==> config.mk <==
export PLATFORM = sky130hd
export DESIGN_NAME = ehl_generic2apb
export DESIGN_NICKNAME = d
export VERILOG_FILES = /design/src/rtl/ehl_generic2apb.sv
export SDC_FILE = /design/constraint.sdc
export NUM_CORES = 1
export LEC_CHECK = 0
export ABC_AREA = 1
export CORE_ASPECT_RATIO = 0.75
export CORE_MARGIN = 5
export CORE_UTILIZATION = 42
export DETAILED_ROUTE_END_ITERATION = 10
export HOLD_SLACK_MARGIN = 0.12
export PLACE_DENSITY = 0.81
export SYNTH_ARGS = -nofsm -noshare
export SYNTH_HDL_FRONTEND = slang
export SYNTH_SLANG_ARGS = --single-unit
==> constraint.sdc <==
create_clock -name pclk -period 2.1 [get_ports pclk]
set_input_delay 0.63 -clock pclk [delete_from_list [all_inputs] [get_ports pclk]]
set_output_delay 0.63 -clock pclk [all_outputs]
set_load 0.01 [all_outputs]
==> src/rtl/ehl_generic2apb.sv <==
// ehl_generic2apb: APB3 initiator driven by the generic single-transfer
// command interface. Sequences IDLE -> SETUP -> ACCESS, handles wait
// states, aborts a hung ACCESS phase after TIMEOUT cycles, and returns a
// one-cycle response pulse with error flag and read data.
//
// Handshake: a command transfers on any pclk edge where cmd_valid and
// cmd_ready are both high. cmd_ready is high only in IDLE. The requester
// holds cmd_valid and the command fields stable until that edge.
// rsp_valid is a single-cycle pulse; rsp_err and rsp_rdata hold until the
// next pulse.
module ehl_generic2apb #(
    parameter int DATA_WIDTH = 32,
    parameter int ADR_WIDTH  = 6,
    parameter int TIMEOUT    = 16
) (
    input  logic                  pclk,
    input  logic                  presetn,
    input  logic                  cmd_valid,
    output logic                  cmd_ready,
    input  logic                  cmd_write,
    input  logic [ADR_WIDTH-1:0]  cmd_adr,
    input  logic [DATA_WIDTH-1:0] cmd_wdata,
    output logic                  rsp_valid,
    output logic                  rsp_err,
    output logic [DATA_WIDTH-1:0] rsp_rdata,
    output logic                  busy,
    output logic [ADR_WIDTH-1:0]  paddr,
    output logic                  pwrite,
    output logic                  psel,
    output logic                  penable,
    output logic [DATA_WIDTH-1:0] pwdata,
    input  logic                  pready,
    input  logic                  pslverr,
    input  logic [DATA_WIDTH-1:0] prdata
);

    localparam logic [1:0] ST_IDLE   = 2'd0;
    localparam logic [1:0] ST_SETUP  = 2'd1;
    localparam logic [1:0] ST_ACCESS = 2'd2;

    // A zero TIMEOUT disables the abort path; keep the counter 1 bit wide
    // so the declarations stay legal and let it sit at zero.
    localparam bit                TO_EN    = (TIMEOUT > 0);
    localparam int                CNT_W    = (TIMEOUT > 0) ? $clog2(TIMEOUT + 1) : 1;
    localparam logic [CNT_W-1:0]  CNT_LAST = (TIMEOUT > 0) ? CNT_W'(TIMEOUT - 1) : '0;

    logic [1:0]            state_q,     state_d;
    logic                  psel_q,      psel_d;
    logic                  penable_q,   penable_d;
    logic                  pwrite_q,    pwrite_d;
    logic [ADR_WIDTH-1:0]  paddr_q,     paddr_d;
    logic [DATA_WIDTH-1:0] pwdata_q,    pwdata_d;
    logic                  rsp_valid_q, rsp_valid_d;
    logic                  rsp_err_q,   rsp_err_d;
    logic [DATA_WIDTH-1:0] rsp_rdata_q, rsp_rdata_d;
    logic                  busy_q,      busy_d;
    logic [CNT_W-1:0]      cnt_q,       cnt_d;

    // Next-state logic for the APB sequencer, response and wait counter.
    always_comb begin
        state_d     = state_q;
        psel_d      = psel_q;
        penable_d   = penable_q;
        pwrite_d    = pwrite_q;
        paddr_d     = paddr_q;
        pwdata_d    = pwdata_q;
        rsp_valid_d = 1'b0;
        rsp_err_d   = rsp_err_q;
        rsp_rdata_d = rsp_rdata_q;
        cnt_d       = cnt_q;

        case (state_q)
            ST_IDLE: begin
                if (cmd_valid) begin
                    paddr_d  = cmd_adr;
                    pwrite_d = cmd_write;
                    // Reads leave pwdata untouched so the bus does not toggle.
                    if (cmd_write) begin
                        pwdata_d = cmd_wdata;
                    end
                    psel_d  = 1'b1;
                    cnt_d   = '0;
                    state_d = ST_SETUP;
                end
            end
            ST_SETUP: begin
                penable_d = 1'b1;
                state_d   = ST_ACCESS;
            end
            ST_ACCESS: begin
                if (pready) begin
                    // Normal completion wins over a timeout in the same cycle.
                    psel_d      = 1'b0;
                    penable_d   = 1'b0;
                    state_d     = ST_IDLE;
                    rsp_valid_d = 1'b1;
                    rsp_err_d   = pslverr;
                    rsp_rdata_d = pwrite_q ? '0 : prdata;
                end else if (TO_EN && (cnt_q == CNT_LAST)) begin
                    psel_d      = 1'b0;
                    penable_d   = 1'b0;
                    state_d     = ST_IDLE;
                    rsp_valid_d = 1'b1;
                    rsp_err_d   = 1'b1;
                    rsp_rdata_d = '0;
                end else if (TO_EN) begin
                    cnt_d = cnt_q + CNT_W'(1);
                end
            end
            default: begin
                state_d   = ST_IDLE;
                psel_d    = 1'b0;
                penable_d = 1'b0;
            end
        endcase

        busy_d = (state_d != ST_IDLE);
    end

    // State registers; reset drops psel/penable immediately and discards
    // any transfer in flight without a response.
    always_ff @(posedge pclk or negedge presetn) begin
        if (!presetn) begin
            state_q     <= ST_IDLE;
            psel_q      <= 1'b0;
            penable_q   <= 1'b0;
            pwrite_q    <= 1'b0;
            paddr_q     <= '0;
            pwdata_q    <= '0;
            rsp_valid_q <= 1'b0;
            rsp_err_q   <= 1'b0;
            rsp_rdata_q <= '0;
            busy_q      <= 1'b0;
            cnt_q       <= '0;
        end else begin
            state_q     <= state_d;
            psel_q      <= psel_d;
            penable_q   <= penable_d;
            pwrite_q    <= pwrite_d;
            paddr_q     <= paddr_d;
            pwdata_q    <= pwdata_d;
            rsp_valid_q <= rsp_valid_d;
            rsp_err_q   <= rsp_err_d;
            rsp_rdata_q <= rsp_rdata_d;
            busy_q      <= busy_d;
            cnt_q       <= cnt_d;
        end
    end

    assign cmd_ready = (state_q == ST_IDLE);
    assign rsp_valid = rsp_valid_q;
    assign rsp_err   = rsp_err_q;
    assign rsp_rdata = rsp_rdata_q;
    assign busy      = busy_q;
    assign paddr     = paddr_q;
    assign pwrite    = pwrite_q;
    assign psel      = psel_q;
    assign penable   = penable_q;
    assign pwdata    = pwdata_q;

endmodule

Yosys cells after proc, flatten, opt, wreduce, memory -nomap -nowiden
Cells that the tools add are included.
{ "word_totals": {"register_bits": 83, "output_inout_bits": 77} }
{ "op_classes": {"n_mux": 21, "bitwise": 2, "reduce_logical": 10, "addsub": 1, "eq_ne": 7} }
{ "ops": {"columns": ["cell", "count"], "rows": [
  ["2-to-1 mux 32 bit", 3],
  ["2-to-1 mux 5 bit", 3],
  ["one-hot mux 5 bit (2 select lines)", 1],
  ["2-to-1 mux 1 bit", 8],
  ["2-to-1 mux 2 bit", 3],
  ["!= test 2 bit (second input constant)", 3],
  ["one-hot mux 1 bit (3 select lines)", 2],
  ["one-hot mux 2 bit (3 select lines)", 1],
  ["AND reduction 2 bit", 3],
  ["AND reduction 3 bit", 2],
  ["nonzero test 2 bit", 3],
  ["adder 5 x 1 -> 5 bit (second input constant)", 1],
  ["== test 5 x 4 -> 1 bit (second input constant)", 1],
  ["AND reduction 4 bit", 1],
  ["!= test 3 bit (second input constant)", 1],
  ["== test 2 x 1 -> 1 bit (second input constant)", 1],
  ["== test 2 bit (second input constant)", 1],
  ["zero test 2 bit", 1],
  ["NOT 1 bit", 2]
]} }

Logic depth before layout (Yosys ltp)
{ "depth": {"ltp_word": 5, "ltp_mapped": 10, "ltp_nobuf": 10} }

Least setup slack after synthesis
Ideal clock, no wire load.
{ "synth_path": {"path_kind": "reg2reg", "start": "register cnt_q[0]", "end": "register cnt_q[1]", "synth_period_minus_slack_ns": 1.542, "path_slack_ns": 0.558, "stages_incl_launch_ff": 11, "arrival_time_ns": 1.425, "path_cell_list": "dfrtp_1 -> ha_1 -> nand2_1 -> nor2_1 -> ha_1 -> nor2_1 -> nand2_1 -> nand2_2 -> inv_1 -> nand2_1 -> nand2_1"} }
{ "synth_via": {"elab_chain_len": 4, "elab_cells_between_ends": 7, "classes_between": "add/sub (1); eq/ne (2); mux (3); reduce/logical (1)"} }
{ "synth_rtl": {"columns": ["item", "line_no", "source"], "rows": [
  ["start: declaration", "57", "logic [CNT_W-1:0] cnt_q, cnt_d;"],
  ["start signal: assignment", "146", "cnt_q <= cnt_d;"],
  ["adder 5 x 1 -> 5 bit", "107", "cnt_d = cnt_q + CNT_W'(1);"],
  ["2-to-1 mux 5 bit", "99", "end else if (TO_EN && (cnt_q == CNT_LAST)) begin"],
  ["2-to-1 mux 5 bit", "91", "if (pready) begin"],
  ["one-hot mux 5 bit (2 select lines)", "72", "case (state_q)"]
]} }
Several ways; a longest one is shown, not always the timed one. The select of a mux whose other input is x is not followed.
A chain may end at the register's enable or synchronous reset.

Worst setup path after layout
{ "layout_path": {"start": "register pwdata_q[28], in the netlist pwdata[28]", "end": "output port pwdata[28]"} }
{ "layout_lines": {"columns": ["item", "line_no", "source"], "rows": [
  ["start: declaration", "52", "logic [DATA_WIDTH-1:0] pwdata_q, pwdata_d;"],
  ["start signal: assignment", "141", "pwdata_q <= pwdata_d;"],
  ["end: declaration", "31", "output logic [DATA_WIDTH-1:0] pwdata,"]
]} }
No word-level cell between the ends.

==> impl_metrics.ini <==
[status]
status = finished clean

[timing]
max_slew.worst_pin.slew_ns = 0.348
setup_violations = 0
whs_ns = 0.184
hold_viol = 0
period_share_pct = 91.2
rsz0062_at_grt = no
slew_violations = 0
fin_skew_ns = 0.00621
setup_tns_ns = 0
relSlewSlack_pct = 76.8
timing.fmax_ghz = 0.522
fin_crit_ns = 1.92

[place]
hpwl_mm = 6.84
port_buffers = 152
gp_congestion = 0.858

[worst_setup_path]
critical_path.cell_chain = clkdlybuf4s50_1
crit_type = reg2out
regToRegStartpoint = cnt_q[0]
rr_worst_depth = 10
cp-start-kind = register
arrival_ns = 1.29
crit_required_ns = 1.47
path_buf_inv = 1
worstSetupEndpointType = primary output
worst_path_dominant_cell_family = buffers and inverters
worst-r2r-setup-slack_ns = 0.33
critical-path-slowest-cell = clkdlybuf4s50_1
max_stage_delay_ns = 0.57
cp_max_fo = 2
r2r-end = cnt_q[1]

[floorplanning]
initial_core_util_pct = 43.1
fp.dieArea_um2 = 10000
core_area_um2 = 7920
io_pins = 153
rows = 28
die_h_um = 88.0
die_w_um = 114

[power]
swShare_pct = 35.5
leakagePower_uw = 0.00251
p_per_area_nw_per_um2 = 1360
p_switching_uw = 2520
power_frac_seq_pct = 39.0
clkPwrFrac_pct = 15.4
vdd_drop_max_mv = 0.623
share_comb_of_total_power_pct = 45.7
power.internal_uw = 4570

[synthesis]
yosys.area.top_type = dfrtp_1
netlist.area_leader.share_pct = 60.9
synthDistinctLibCells = 22
syn_area_um2 = 3410
synth-seq-cells = 83
synth_flop_cell = dfrtp_1
async_flop_share_pct = 100
ys_seq_area_share_pct = 60.9
synth.top_cells.by_count = nand2_1 (162), dfrtp_1 (83), nand3_1 (66)
ys.warnings.count = 0
ys_top_cells_by_area = dfrtp_1 (61%), nand2_1 (18%), nand3_1 (9.7%)
synth_most_common_cell = nand2_1
synth-edff-count = 0
syn_nets = 448
syn_avg_cell_area_um2 = 9.22
synth_cells = 370

[route]
via_per_inst = 4.77
drt_iter0_drc = 213
first_pass_iters = 4
finalWirelength_mm = 9.23
vias = 3009
ant_nets = 0
drc = 0
post_drt_wl_per_cell_um = 14.6

[grt]
grt_antenna_before_repair = 0
grt_pass1_wl_mm = 15.1
grt_pass1_vias = 3012
grt_max_degree = 43
grt-ovfl-total = 0
grt.total_usage_pct = 19.0

[layout]
postLayoutCoreUtil_pct = 65.6
drive_gt1_share_pct = 6.27
nNetsFinal = 600
antenna_cells = 0
area_growth_pct = 52.2

[cts]
postCtsSetupRepairBufs = 0
clk_path_buf_depth = 2
clkTransAtPathRegs_ns = 0.08
root_buffer = clkbuf_8
cts_tree = done
cts_made_buffers = 9
htree_levels = 3
cts_sinks = 83
worstSkewPairLatency_ns = 0.34

[min_path]
hold_class = in2async

[job]
cap_violations = 0
[metal layers]
| metal | GRT usage [%] | vias to the layer above | share of wire (%) |
|---|---|---|---|
| li1 | - | 1472 | - |
| met1 | 25.8 | 1392 | 44 |
| met2 | 29.4 | 133 | 44 |
| met3 | 6.15 | 12 | 10 |
| met4 | 5.83 | 0 | 1.3 |
| met5 | 0 | - | 0 |
[what timing repair did]
item | 4_1_cts | 5_1_grt
hold buffers | 0 | 0
setup endpoints to repair | 1 | 0
resized for setup | 2 | 0
hold endpoints to repair | 0 | 0
[cell usage in the layout, fill, tap and decap left out, types with 3 or more instances in the layout]
cell	n
clkinvlp_4	3
nor2_1	10
nand2_1	162
inv_1	10
dfrtp_1	82
clkbuf_8	9
buf_4	7
nand3_1	66
clkdlybuf4s50_1	150
buf_12	3
o21ai_0	3
nor2_4	3
[worst max-delay path by stage]
stage	from	to	slack, ns	cells past startpoint
after floorplan	cnt_q[0]	cnt_q[1]	0.56	10
after global placement	cmd_valid	pwdata[12]	0.17	6
after detailed placement	cmd_valid	pwdata[15]	0.12	6
after CTS	pwdata[28]	pwdata[28]	0.17	1
after global routing	pwdata[27]	pwdata[27]	0.13	1
final	pwdata[28]	pwdata[28]	0.18	1
[sequential cells by signal (all words and copies together) (netlist names)]
signal / flops
busy: 1
cnt_q: 5
paddr: 6
penable: 1
psel: 1
pwdata: 32
pwrite: 1
rsp_err: 1
rsp_rdata: 32
rsp_valid: 1
state_q: 2
[worst reg2reg max path: cells and delay by family, from the launching register on]
family / cells / cell delay [ns]
buffers and inverters: 1 / 0.09
DFF: 1 / 0.40
and+or+nand+nor: 7 / 0.79
adders and majority gates: 2 / 0.40
[through the flow]
stage | std cells | setup WS [ns] | total power (uW) | area [um^2]
after floorplan | 370 | 0.558 | 4150 | 3410
final | 631 | 0.184 | 7090 | 5190
after global routing | 631 | 0.131 | 7600 | 5190
after detailed placement | 616 | 0.115 | 6060 | 5010
after global placement | 616 | 0.167 | 5950 | 5010
after CTS | 631 | 0.171 | 7160 | 5190
[power groups by stage]
stage	Combinational, uW	Sequential [uW]	Clock [uW]
final	3240	2760	1090
after global routing	3550	2850	1200
after CTS	3280	2760	1120
after detailed placement	3290	2760	0
after global placement	3190	2760	0
after floorplan	1100	3050	0
[layout make-up]
| cell class | instances | area [um^2] |
|---|---|---|
| clock buffers | 11 | 131 |
| clock inverters | 4 | 52.6 |
| fillers | 635 | 2730 |
| inverters | 12 | 50.0 |
| multi-input cells | 255 | 1130 |
| flip-flops and latches | 83 | 2080 |
| well taps | 105 | 131 |
| repair buffers | 161 | 1620 |
[cell families (layout without fill, tap and decap cells)]
logic type                 Yosys count  after routing  synth area share (%)
and+or+nand+nor                    247            247                  31.4
DFF                                 83             83                  60.9
buffers and inverters               32            188                  6.09
AOI/OAI and AO/OA                    6              6                 0.880
adders and majority gates            2              2                 0.734
Note: power is estimated with default switching activity, not from simulation.
